File: src/rtl/record_store_arbiter.sv
// Play-record ring buffer shared by one appending writer and two round-robin readers.
// Define RECORD_CLEAR_EN to add the clr_req port and the slot-by-slot CLEAR wipe.
package record_store_pkg;
    typedef struct packed {
        logic [7:0]  player;
        logic [15:0] score;
        logic [7:0]  level;
    } play_record_t;

`ifdef RECORD_CLEAR_EN
    typedef enum logic {SERVE = 1'b0, CLEAR = 1'b1} arb_state_t;
`else
    typedef enum logic {SERVE = 1'b0} arb_state_t;
`endif
endpackage

module record_store_arbiter
    import record_store_pkg::*;
#(
    parameter int DEPTH = 16
) (
    input  logic               prog_clk,
    input  logic               rst,
    input  logic               wr_req,
    input  play_record_t       wr_rec,
    output logic               wr_ack,
    input  logic [1:0]         rd_req,
    input  logic [1:0][7:0]    rd_id,
    output logic [1:0]         rd_gnt,
    output logic [1:0]         rd_valid,
    output logic               rd_hit,
    output play_record_t       rd_data,
    output logic [7:0]         count,
    output logic               busy,
`ifdef RECORD_CLEAR_EN
    input  logic               clr_req,
`endif
    output arb_state_t         state_dbg
);
    // Handshake: wr_ack/rd_gnt are combinational responses to a held request;
    // the access completes at the closing edge of the cycle in which they are high.

    localparam int AW = $clog2(DEPTH);

    arb_state_t   state, state_next;
    logic [AW-1:0] wr_ptr;
    logic          rr;
    play_record_t  mem [DEPTH];

    logic          sel;
    logic [7:0]    sel_id;
    logic [7:0]    slot_full;
    logic [AW-1:0] rd_slot;
    logic          sel_hit;

`ifdef RECORD_CLEAR_EN
    logic [AW-1:0] clr_idx;
`endif

    assign state_dbg = state;

    always_comb begin
        state_next = state;
        wr_ack     = 1'b0;
        rd_gnt     = 2'b00;
        busy       = 1'b0;
        case (state)
            SERVE: begin
`ifdef RECORD_CLEAR_EN
                if (clr_req)
                    state_next = CLEAR;
                else
`endif
                if (wr_req)
                    wr_ack = 1'b1;
                else if (rd_req == 2'b11)
                    rd_gnt = rr ? 2'b10 : 2'b01;
                else
                    rd_gnt = rd_req;
            end
`ifdef RECORD_CLEAR_EN
            CLEAR: begin
                busy = 1'b1;
                if (clr_idx == AW'(DEPTH - 1))
                    state_next = SERVE;
            end
`endif
            default: state_next = SERVE;
        endcase
    end

    // Logical ID 0 is the newest record, just behind the write pointer.
    always_comb begin
        sel       = rd_gnt[1];
        sel_id    = rd_id[sel];
        slot_full = 8'(wr_ptr) - 8'd1 - sel_id;
        rd_slot   = slot_full[AW-1:0];
        sel_hit   = (sel_id < count);
    end

    always_ff @(posedge prog_clk) begin
        if (rst) begin
            state    <= SERVE;
            wr_ptr   <= '0;
            count    <= 8'd0;
            rr       <= 1'b0;
            rd_valid <= 2'b00;
            rd_hit   <= 1'b0;
            rd_data  <= '0;
`ifdef RECORD_CLEAR_EN
            clr_idx  <= '0;
`endif
        end else begin
            state    <= state_next;
            rd_valid <= rd_gnt;
            rd_hit   <= 1'b0;
            if (|rd_gnt) begin
                rr      <= ~sel;
                rd_hit  <= sel_hit;
                rd_data <= sel_hit ? mem[rd_slot] : '0;
            end
            if (wr_ack) begin
                wr_ptr <= wr_ptr + 1'b1;
                if (count != 8'(DEPTH))
                    count <= count + 8'd1;
            end
`ifdef RECORD_CLEAR_EN
            if (state == SERVE && state_next == CLEAR) begin
                count   <= 8'd0;
                wr_ptr  <= '0;
                clr_idx <= '0;
            end else if (state == CLEAR) begin
                clr_idx <= clr_idx + 1'b1;
            end
`endif
        end
    end

    // Storage is not reset; count hides stale slots, and rst blocks any write.
    always_ff @(posedge prog_clk) begin
        if (!rst) begin
            if (wr_ack)
                mem[wr_ptr] <= wr_rec;
`ifdef RECORD_CLEAR_EN
            else if (busy)
                mem[clr_idx] <= '0;
`endif
        end
    end
endmodule

File: config.mk
export PLATFORM = sky130hd
export DESIGN_NAME = record_store_arbiter
export DESIGN_NICKNAME = d
export VERILOG_FILES = /design/src/rtl/record_store_arbiter.sv
export SDC_FILE = /design/constraint.sdc
export NUM_CORES = 1
export LEC_CHECK = 0
export BUFFER_PORTS_ARGS = -buffer_cell sky130_fd_sc_hd__buf_2
export CAP_MARGIN = 10
export CORE_UTILIZATION = 50
export CTS_CLUSTER_DIAMETER = 60
export DETAILED_ROUTE_END_ITERATION = 12
export PLACE_DENSITY = 0.67
export SYNTH_ARGS = -nofsm -noshare
export SYNTH_HDL_FRONTEND = slang
export SYNTH_SLANG_ARGS = --single-unit
File: constraint.sdc
create_clock -name prog_clk -period 3.6 [get_ports prog_clk]
set_input_delay 0.54 -clock prog_clk [delete_from_list [all_inputs] [get_ports prog_clk]]
set_output_delay 0.54 -clock prog_clk [all_outputs]
set_load 0.005 [all_outputs]
# After elaboration in Yosys (flattened, before gate mapping)
# Memory sizes are Yosys's and may differ from the RTL's.
# Cells that the tools add are included.
# totals
reg_bits,48
mem_bits_rw,512
in_bits,53
out_inout_bits,48
word_cells,32
n_memories,1
# mem_list
name,words,word_bits,read_ports,rd_clocked_by_memory_dff,write_ports,line_no,text
mem,16,32,1,0,1,48,play_record_t mem [DEPTH];
# op_classes
addsub,4
n_lt_le_gt_ge,2
eq_ne,2
n_mux,10
bitwise_logic,2
n_reduce_logical,3
# op_table
operator,count
$mux 32,1
$mux 8,2
$add 8x1->8 const B,1
$lt 8x8->1,1
$ne 8x5->1 const B,1
$mux 2,3
$add 4x1->4 const B,1
$mux 1,4
$reduce_or 2->1,2
$sub 4x1->4 const B,1
$sub 4x4->4,1
$eq 2x2->1 const B,1
$lt 1x2->1 const B,1
$not 1->1,2
$reduce_and 2->1,1

# Longest topological paths before layout
# An unclocked memory read counts as a cell.
# logic_depth
depth_word,8
depth_mapped,11
depth_no_buf,10

# Worst setup path after synthesis
# No wires, ideal clock.
# synth_path
kind,input port to flip-flop
startpoint,input wr_req
endpoint,register rd_data[20] (netlist bit)
setup_time_ns,0.125
arrival_ns,3.253
required_ns,3.475
path_slack_ns,0.222
cell_stages,11
path_buffers,3
path_cell_list,nand2b_1 -> nor2_4 -> a21oi_1 -> ha_1 -> fa_1 -> buf_2 -> buf_2 -> clkbuf_1 -> mux4_2 -> a221oi_1 -> o31ai_2
# synth_via
elab_chain_cells,6
word_cells_on_any_way,8
classes_between,1 x add/sub; 1 x order compare; 4 x mux; 1 x reduce/logical; 1 x memory
# synth_lines
item,line_no,text
start: declaration,24,"input logic wr_req,"
$mux 2 (*),74,if (wr_req)
net rd_gnt[1],29,"output logic [1:0] rd_gnt,"
$mux 8 (not written as such) (2 in a row),95,sel_id = rd_id[sel];
$sub 4x4->4,96,slot_full = 8'(wr_ptr) - 8'd1 - sel_id;
$mem_v2 16x32,--,
$mux 32,120,rd_data <= sel_hit ? mem[rd_slot] : '0;
end signal: assignment,120,
end: declaration,32,"output play_record_t rd_data,"
# Mark *: on every way through the listed nets, which the timed path passes. The rest lies on a longest branch. The select of a mux whose other input is x is not followed.
# A chain may end at the register's enable or synchronous reset.

# Final worst setup path
# layout_path
startpoint,register rr
endpoint,register rd_data[7] (netlist bit)
# layout_via
elab_chain_cells,8
word_cells_on_any_way,10
classes_between,1 x add/sub; 1 x order compare; 6 x mux; 1 x reduce/logical; 1 x memory
# layout_lines
item,line_no,text
start: declaration,47,logic rr;
start signal: assignment,118,rr <= ~sel;
$mux 2 (*),77,rd_gnt = rr ? 2'b10 : 2'b01;
$mux 2 (*),76,else if (rd_req == 2'b11)
$mux 2 (*),74,
$mux 8 (not written as such) (2 in a row),95,
$sub 4x4->4,96,
$mem_v2 16x32,--,
$mux 32,120,
# Mark *: on every way between the ends. The rest lies on a longest branch, timed or not. The select of a mux whose other input is x is not followed.

==> impl_results.md <==
- Share of cells above drive strength 1: 0.326
- F_max: 0.285 GHz
- Crit-path max FO: 31
- Kind of critical path: reg2reg
- Die width: 211 um
- Hold Vio Cnt, Final: 0
- Maxcap violations: 0
- Syn Area/Cell: 20.2 um2
- Total CTS buffers: 58
- Crit. End Element: flop
- Status: completed
- DRT iter0 DRCs: 1022
- DRT Pass-1 Iters: 7
- Total power: 15.0 mW
- Worst-path clk slew: 0.06 ns
- Core Box Area: 43200 um2
- Global placement routability congestion: 0.763
- # Post-CTS Setup Buffers: 0
- Initial core utilization: 0.508
- P_leak: 8.45 nW
- Fin util: 0.597
- Minimum clock period: 3.51 ns
- Fin. max-slew vios: 0
- Site row count: 76
- Dpl hpwl: 27.3 mm
- Fillers: 3145
- Worst-Margin Slew: 0.730 ns
- Clock tree from TritonCTS: yes
- All-Layer GR Usage: 0.228
- Routed WL: 49.2 mm
- Clock Tree Buf Depth: 3
- CP Cell Sequence: nand2b_1 > a21boi_0 > a21oi_1 > ha_4 > fa_4 > buf_12 > mux4_2 > nor2b_1 > a2111oi_0 > o31ai_1
- Syn. warnings: 0
- Worst path slowest cell: fa_4
- CP peak stage delay: 0.92 ns
- Antenna violations before repair: 2
- Most common cell after layout, fill and taps aside: edfxtp_1
- Sequential cell area: 16300 um2
- I/O Buffers: 98
- Worst EP required: 4.07 ns
- Post-synth top area cell: edfxtp_1
- Antenna cells: 0
- CP bufs+invs: 1
- RSZ-0062 raised after global routing: false
- Die Ht: 211 um
- Synthesized area: 21900 um2
- Vias per inst: 5.90
- Share of the cycle needed by the critical path after routing: 0.975
- PD cells: 583 nW/um2
- H-tree levels: 2
- Largest net degree at the start of global routing: 50
- Die area: 44700 um2
- Share of the synthesized area in the top cell type: 0.701
- Worst EP arrival: 3.98 ns
- Clk_lat worst skew: 0.61 ns
- Routed wire per std cell: 26.2 um
- Synth Instances: 1083
- Commonest non-fill, non-tap cells in the layout: edfxtp_1, mux4_2, buf_2
- CP top delay family: adder cells
- Tightest Hold Check Type: in2reg
- Seq/Total Area, Yosys: 0.745
- Post-DRT Antenna Nets: 0
- Multi-input logic area: 5280 um2
- Unique cell type count in the Yosys netlist: 50
- CTS Sinks: 560
- Area Overhead vs Synth: 17.6%
- CTS root buffer: clkbuf_16
- Global-route wire length before repair: 73.4 mm
- Layout Nets: 1314
- Relative slew margins: 0.512
- Worst Skew: 0.0169 ns
- Max rail drop VDD: 0.385 mV
- # setup viols final: 0
- # DRC: 0
- Via count: 11100
- Vias in the first global route: 11400
- Post-CTS Hold Fix Bufs: 0
- #FFs+latches synth: 560
- I/O pin count: 101
- Synth area leaders: edfxtp_1, mux4_2, dfxtp_1, nor2b_1, a221oi_1
- Total grt overflow: 0
- Crit start category: flop
## kinds of logic (layout without fill, tap and decap cells)
| family | after synthesis | in the layout | synth area share |
|---|---|---|---|
| DFF | 560 | 560 | 0.745 |
| and+or+nand+nor | 160 | 160 | 0.0402 |
| muxes | 137 | 137 | 0.136 |
| AOI/OAI and AO/OA | 118 | 118 | 0.0464 |
| buffers and inverters | 81 | 290 | 0.0183 |
| adders and majority gates | 17 | 17 | 0.0100 |
| xor gates and xnor gates | 9 | 9 | 0.00360 |
| other | 1 | 2 | 0.000171 |
## power breakdown
| part | internal [mW] | total, mW | leakage (nW) | switching [mW] |
|---|---|---|---|---|
| Sequential | 7.16 | 7.20 | 5.00 | 0.0357 |
| Clock | 3.53 | 6.01 | 0.940 | 2.49 |
| Combinational | 0.922 | 1.82 | 2.51 | 0.897 |
| Total | 11.6 | 15.0 | 8.45 | 3.42 |
## synthesized netlist by cell type (all sizes together)
cell and number:
a2111oi 33, a211o 1, a211oi 1, a21boi 2
a21oi 7, a221oi 32, and2 16, and2b 2
and3 1, and3b 2, buf 34, clkbuf 33
conb 1, dfxtp 48, edfxtp 512, fa 1
ha 16, inv 14, mux2 7, mux2i 2
mux4 128, nand2 38, nand2b 3, nand3 2
nand4 5, nand4bb 1, nor2 17, nor2b 68
nor3 1, nor3b 1, nor4 1, o211a 1
o211ai 2, o21ai 5, o21bai 1, o31ai 32
o41ai 1, or3 2, xnor2 6, xor2 3
## cell type report
class	instances	area share
sequential	560	0.634
multi-input combinational	443	0.205
tap	585	0.0284
clock buffer	76	0.0609
inverter	14	0.00204
clock inverter	33	0.0138
timing repair buffer	167	0.0561
## metal layers
layer  share of wire  global-route usage  wire length, um
met1            0.42               0.321            20700
met2            0.50               0.376            24600
met3           0.063              0.0340             3090
met4           0.015              0.0565              746
met5         0.00045                   0               22
## registers in the layout, summed over array words and instances (netlist names)
register and count:
mem 512, rd_data 32, count 8, wr_ptr 4, rd_valid 2, rd_hit 1
rr 1
## what timing repair did
action / in CTS / in global routing
pin swaps: 0 / 0
endpoints found under the setup margin: 1 / 3
resized for setup: 1 / 2
## worst paths after layout
path         startpoint         end  slack (ns)  cells after the start
min           wr_rec[0]  mem[11][0]        0.31                      1
max                  rr  rd_data[7]        0.09                     10
min reg2reg  rd_data[6]  rd_data[6]        0.45                      2
max reg2reg          rr  rd_data[7]        0.09                     10
## through the flow
stage	area, um2	instances	TNS, ns	hold WS, ns	worst slack, ns
4_1_cts	25800	1878	0	0.265	0.0588
3_5_place_dp	23800	1769	-3.39	0.441	-0.325
3_3_place_gp	23800	1769	-1.65	0.433	-0.281
2_1_floorplan	21900	1084	0	0.449	0.222
6_report	25800	1878	0	0.309	0.0889
5_1_grt	25800	1878	0	0.295	0.00355
(Power assumes the default switching activity.)
